### config.mk
export PLATFORM = sky130hd
export DESIGN_NAME = mmc3_scanline_irq
export DESIGN_NICKNAME = d
export VERILOG_FILES = /design/src/rtl/mmc3_scanline_irq.sv
export SDC_FILE = /design/constraint.sdc
export NUM_CORES = 1
export LEC_CHECK = 0
export CORE_MARGIN = 2
export CORE_UTILIZATION = 48
export DETAILED_ROUTE_END_ITERATION = 8
export PLACE_DENSITY = 0.83
export SETUP_SLACK_MARGIN = 0.4
export SLEW_MARGIN = 20
export SYNTH_ARGS = -nofsm -noshare
export SYNTH_HDL_FRONTEND = slang
export SYNTH_SLANG_ARGS = --single-unit
### constraint.sdc
create_clock -name m2 -period 2.66 [get_ports m2]
set_input_delay 0.532 -clock m2 [delete_from_list [all_inputs] [get_ports m2]]
set_output_delay 0.532 -clock m2 [all_outputs]
set_load 0.02 [all_outputs]
### src/rtl/mmc3_scanline_irq.sv
// mmc3_scanline_irq
//   MMC3-style scanline IRQ generator. PPU A12 is synchronised into the m2
//   domain, rising edges that follow a long enough low gap become a single
//   scanline clock (clk_scan), which steps a reloadable down-counter. When the
//   counter reaches zero with IRQs enabled, the active-low irq line is pulled.
//
//   Optional feature macro: MMC3_IRQ_REV_A_EN
//     defined   : Rev A behaviour, a reload of 0 from a zero counter does not fire.
//     undefined : Rev B/Sharp behaviour, any step landing on 0 fires.
//
// Ports
//   m2          in   CPU M2, sole clock (posedge)
//   reset       in   asynchronous, active-high
//   enable      in   mapper selects MMC3 IRQ; 0 freezes state and holds irq high
//   romsel      in   active-low $8000-$FFFF select
//   cpu_rw_in   in   1 = read, 0 = write
//   cpu_addr_in in   CPU A14..A0
//   cpu_data_in in   CPU data bus
//   ppu_a12     in   PPU A12, asynchronous to m2
//   irq         out  active-low IRQ request, 1 = idle
module mmc3_scanline_irq #(
    parameter int A12_LOW_MIN  = 3,
    parameter int SYNC_STAGES  = 2,
    parameter int COUNTER_BITS = 8
) (
    input  logic        m2,
    input  logic        reset,
    input  logic        enable,
    input  logic        romsel,
    input  logic        cpu_rw_in,
    input  logic [14:0] cpu_addr_in,
    input  logic [7:0]  cpu_data_in,
    input  logic        ppu_a12,
    output logic        irq
);
    localparam int LCW = $clog2(A12_LOW_MIN + 1);

    typedef struct packed {
        logic c000;
        logic c001;
        logic e000;
        logic e001;
    } wr_t;

    logic [SYNC_STAGES-1:0]  a12_sync;
    logic                    a12_s;
    logic [LCW-1:0]          low_cnt;
    logic                    clk_scan;
    logic                    scan;
    wr_t                     wr;
    logic                    wr_strobe;
    logic [COUNTER_BITS-1:0] latch;
    logic [COUNTER_BITS-1:0] counter;
    logic [COUNTER_BITS-1:0] step_val;
    logic                    reload_flag;
    logic                    irq_enabled;
    logic                    irq_pending;
    logic                    fire;
    logic                    unused_addr;

    // Only A14, A13 and A0 take part in the register decode.
    assign unused_addr = ^cpu_addr_in[12:1];

    // ---------------- A12 synchroniser and edge filter ----------------
    assign a12_s = a12_sync[SYNC_STAGES-1];

    always_ff @(posedge m2 or posedge reset) begin
        if (reset) begin
            a12_sync <= '0;
            low_cnt  <= '0;
        end else begin
            a12_sync <= {a12_sync[SYNC_STAGES-2:0], ppu_a12};
            if (a12_s)
                low_cnt <= '0;
            else if (low_cnt != LCW'(A12_LOW_MIN))
                low_cnt <= low_cnt + 1'b1;
        end
    end

    // low_cnt is non-zero only if the previous a12_s sample was 0, so a
    // saturated count with a12_s high is exactly a qualified 0->1 transition.
    assign clk_scan = a12_s & (low_cnt == LCW'(A12_LOW_MIN));
    assign scan     = clk_scan & enable;

    // ---------------- CPU register decode ----------------
    assign wr_strobe = enable & ~romsel & ~cpu_rw_in & cpu_addr_in[14];

    always_comb begin
        wr      = '0;
        wr.c000 = wr_strobe & ~cpu_addr_in[13] & ~cpu_addr_in[0];
        wr.c001 = wr_strobe & ~cpu_addr_in[13] &  cpu_addr_in[0];
        wr.e000 = wr_strobe &  cpu_addr_in[13] & ~cpu_addr_in[0];
        wr.e001 = wr_strobe &  cpu_addr_in[13] &  cpu_addr_in[0];
    end

    // ---------------- Counter step and IRQ condition ----------------
    assign step_val = (counter == '0 || reload_flag) ? latch : counter - 1'b1;

`ifdef MMC3_IRQ_REV_A_EN
    // Reloading 0 into an already-zero counter is not a new terminal count.
    assign fire = scan & irq_enabled & (step_val == '0) & ((counter != '0) | reload_flag);
`else
    assign fire = scan & irq_enabled & (step_val == '0);
`endif

    // Later assignments win: a $C001 overrides the same-edge counter step,
    // a $E000 overrides the same-edge IRQ set. All decisions use old state.
    always_ff @(posedge m2 or posedge reset) begin
        if (reset) begin
            latch       <= '0;
            counter     <= '0;
            reload_flag <= 1'b0;
            irq_enabled <= 1'b0;
            irq_pending <= 1'b0;
        end else begin
            if (scan) begin
                counter     <= step_val;
                reload_flag <= 1'b0;
            end
            if (wr.c001) begin
                counter     <= '0;
                reload_flag <= 1'b1;
            end
            if (wr.c000)
                latch <= COUNTER_BITS'(cpu_data_in);
            if (wr.e001)
                irq_enabled <= 1'b1;
            if (wr.e000)
                irq_enabled <= 1'b0;
            if (fire)
                irq_pending <= 1'b1;
            if (wr.e000)
                irq_pending <= 1'b0;
        end
    end

    assign irq = ~(irq_pending & enable);

endmodule
Word level (Yosys, flattened, before mapping) --
Cells that the tools add are included.
Operators by class: add/sub/neg operators 2, eq/ne operators 2, mux-type cells 11, bitwise operators 19, reductions and logical operators 7
Operator list (count):
- $mux 8 | 3
- $logic_not 8->1 | 2
- $and 1x1->1 | 14
- $reduce_bool 2->1 | 4
- $sub 8x1->8 const B | 1
- $mux 1 | 6
- $not 1->1 | 5
- $mux 2 | 2
- $add 2x1->2 const B | 1
- $eq 2x2->1 const B | 1
- $ne 2x2->1 const B | 1
- $logic_or 1x1->1 | 1
Storage, ports and cells: flip-flop bits (word level) 23, input bits 29, output and inout bits 1, logic and storage cells 48

Depth between registers and ports, before layout --
depth in word-level cells 8, mapped depth 9, gate-level depth less buffers 8

Least setup slack after synthesis --
Ideal clock, no wire load.
path type reg2reg, from register counter[0], to register irq_pending, setup time 72 ps, arrival 1810 ps, required time 2588 ps, slack 778 ps, stages on the path, launching flop included 9, buffers on the path 0, period minus slack after synthesis 1882 ps, cell sequence dfrtp_1 -> inv_1 -> ha_1 -> nor3b_1 -> a21oi_2 -> mux2_4 -> a31oi_2 -> a41oi_1 -> nor2_1
Between the ends: cells in the longest elaborated chain, start to end 6, elaborated cells on any way between the ends 7
RTL lines:
- start, declared | line 53 | logic [COUNTER_BITS-1:0] counter;
- start signal, assigned | line 117 | counter <= step_val;
- branches (longest 2 deep; another with $sub 8x1->8)
- $mux 8 (*) | line 97 | assign step_val = (counter == '0 || reload_flag) ? latch : counter - 1'b1;
- $logic_not 8->1 (*) | line 103 | assign fire = scan & irq_enabled & (step_val == '0);
- $and 1x1->1 (*) | line 103
- $reduce_bool 2->1 (no line) (*)
- end signal, assigned | line 114 | irq_pending <= 1'b0;
- end signal, assigned | line 131 | irq_pending <= 1'b1;
- end signal, assigned | line 133 | irq_pending <= 1'b0;
- end, declared | line 57 | logic irq_pending;
Every way passes the cells marked *. A chain may end at the register's enable or synchronous reset.

Worst setup path in the final report --
from input enable, to output irq
Between the ends: cells in the longest elaborated chain, start to end 2
RTL lines:
- start, declared | line 28 | input logic enable,
- $and 1x1->1 | line 137 | assign irq = ~(irq_pending & enable);
- $not 1->1 | line 137
- end, declared | line 34 | output logic irq
Every way passes these cells.

==> impl_metrics.json <==
{
  "syn_nets": 151,
  "total_power_uw": 1350,
  "routed_wl_mm": 2.51,
  "drc": 0,
  "syn_area_per_cell_um2": 10.4,
  "final_nets": 172,
  "leakagePower_uw": 0.000644,
  "synth_adder_area_share_pct": 3.05,
  "grtUsageTotal_pct": 20.0,
  "ys_async_sr_fraction_pct": 100,
  "gp_congestion": 0.905,
  "ys_ff_latch": 23,
  "grt-ovfl-total": 0,
  "syn_inst": 119,
  "cp_slowest_cell": "clkdlybuf4s50_1",
  "die_w_um": 54.7,
  "drt_first_pass_iters": 4,
  "via_per_inst": 5.76,
  "tns_ns": 0,
  "ant_nets": 0,
  "dpl.hpwl_mm": 1.92,
  "synth-xor-area-share_pct": 2.13,
  "vias": 973,
  "endpoint_kind": "output port",
  "clk_latency_ns": 0.32,
  "drt_iter0_drc": 31,
  "worstMarginPinSlew_ns": 0.857,
  "fin_crit_ns": 2.19,
  "finalMaxSlewViolations": 0,
  "yosys.area_share.simple_pct": 18.4,
  "reg2reg_slack_ns": 0.55,
  "p_per_area_nw_per_um2": 918,
  "hold_ws_ns": 0.367,
  "final_hold_viol_count": 0,
  "synthesis.area_um2": 1230,
  "worst_path_most_repeated_cell": "clkdlybuf4s50_1",
  "synth_mux_area_share_pct": 11.2,
  "skew_ns": 0.000838,
  "fin_crit_sh_pct": 82.3,
  "peakVddDrop_mv": 0.584,
  "die-height_um": 54.7,
  "max_slew_margin_pct": 42.8,
  "layout_common_cells": "dfrtp_1 (23), clkdlybuf4s50_1 (17), nor2_1 (11), nand2_1 (10), a21oi_1 (10)",
  "layout_commonest_cell": "dfrtp_1",
  "drive_gt1_share_pct": 12.2,
  "cts_hold_buf": 0,
  "numCtsBuffers": 3,
  "synth_ff_type": "dfrtp_1",
  "grt_max_degree": 24,
  "ys_seq_area_share_pct": 46.7,
  "hp-class": "reg2reg",
  "diodes": 0,
  "pin_count": 30,
  "fillerInstances": 209,
  "ctsRootBufferMaster": "clkbuf_4",
  "post_drt_wl_per_cell_um": 14.9,
  "synth_top_family_by_area": "simple AND/OR/NAND/NOR gates",
  "initial_core_util_pct": 50.2,
  "setup_viol": 0,
  "placement_rows": 18,
  "crit_chain": "clkdlybuf4s50_1 > nand2_1 > clkdlybuf4s50_1",
  "drv_cap": 0,
  "arrival_ns": 1.66,
  "critical_path.max_stage_delay_ns": 0.59,
  "core_um2": 2450,
  "portBuffers": 17,
  "fmax_mhz": 457,
  "tritoncts": "done",
  "clkSinkCount": 23,
  "critPathKind": "in2out",
  "synthToLayoutAreaGrowth_pct": 19.6,
  "antenna_found_initial": 0,
  "critPathLaunchType": "input pin",
  "run_status": "finished, final reports clean",
  "grt_pass1_vias": 970,
  "clkTransAtPathRegs_ns": 0.13,
  "clockBufferDepth": 2,
  "htree_levels": 1,
  "yosysWarningCount": 0,
  "rsz0062_at_grt": "no",
  "synth_cell_types": 40,
  "synth-compound-area-share_pct": 15.9,
  "grt_pass1_wl_mm": 4.26,
  "dieArea_um2": 2990,
  "critPathRequiredTime_ns": 2.13,
  "synth-edff-count": 0,
  "cp_max_fo": 4
}
==> per-stage QoR <==
stage	instances	setup WS [ns]	area [µm²]	utilization, %
finish	169	0.470	1470	60.0
global route	169	0.434	1470	60.0
CTS	169	0.465	1470	59.8
detailed placement	165	0.465	1440	58.7
global placement	165	0.472	1440	58.7
floorplan	119	0.778	1230	-
==> registers in the layout, indices dropped and copies added (netlist names) <==
name and cells:
a12_sync 2, irq_pending 1, irq_enabled 1, counter 8
reload_flag 1, low_cnt 2, latch 8
==> worst max-delay path, delay by kind of cell <==
kind	cells	cell delay (ns)
buffers and inverters	2	1.04
AND/OR/NAND/NOR	1	0.08
==> power breakdown <==
part	total [µW]	internal (µW)	switching, µW
combinational	630	293	337
clock	169	56.4	113
sequential	554	437	117
==> cells by family (layout without fill, tap and decap cells) <==
logic type               after synthesis  in the layout
buffers and inverters                  8             28
AO/OA/AOI/OAI                         30             30
AND/OR/NAND/NOR                       40             40
adder cells (fa/ha/maj)                3              3
XOR/XNOR                               3              3
multiplexers                          12             12
flip-flops                            23             23
==> routing by layer <==
layer | part of all wire (%) | global-route usage (%) | vias to the layer above
met3 | 2.5 | 2.73 | 5
met1 | 44 | 24.9 | 481
met2 | 52 | 34.5 | 15
li1 | - | - | 472
met4 | 1.7 | 8.33 | 0
met5 | 0 | 0 | -
==> cell usage after synthesis (all sizes together), types with 2 or more instances <==
library cell / count / area share [%]
nand2: 10 / 3.0
nand3: 2 / 0.81
a21oi: 11 / 4.8
ha: 3 / 3.0
o21bai: 2 / 1.2
a41oi: 2 / 1.4
inv: 5 / 1.5
nand3b: 2 / 1.2
nor3: 3 / 1.6
dfrtp: 23 / 47
nand4: 2 / 1.0
mux2: 11 / 10
a21o: 2 / 1.2
nor2: 11 / 3.4
a31oi: 2 / 1.5
xor2: 2 / 1.4
o21ai: 5 / 2.0
nor3b: 3 / 1.8
buf: 2 / 0.81
a211oi: 2 / 1.2
nor2b: 2 / 1.2
==> timing repair <==
item,CTS,global route
endpoints found under the setup margin,0,1
buffers inserted,0,0
resized for setup,0,1
==> final timing paths <==
check | start | end | depth (start not counted)
max in group asynchronous | reset | counter[4] | 2
worst max register to register | counter[0] | irq_pending | 8
worst min-delay path | a12_sync[0] | a12_sync[1] | 0
worst max-delay path | enable | irq | 3
worst min register to register | a12_sync[0] | a12_sync[1] | 0
min in group asynchronous | reset | low_cnt[1] | 2
==> cell type report <==
cell class / instances / area (µm²) / share of cell area (%)
multi-input combinational: 88 / 629 / 42.7
sequential: 23 / 576 / 39.0
timing repair buffer: 19 / 185 / 12.6
tap: 30 / 37.5 / 2.55
clock buffer: 3 / 22.5 / 1.53
inverter: 5 / 18.8 / 1.27
clock inverter: 1 / 5.00 / 0.340
No activity file was read; power rests on OpenSTA's default activity.
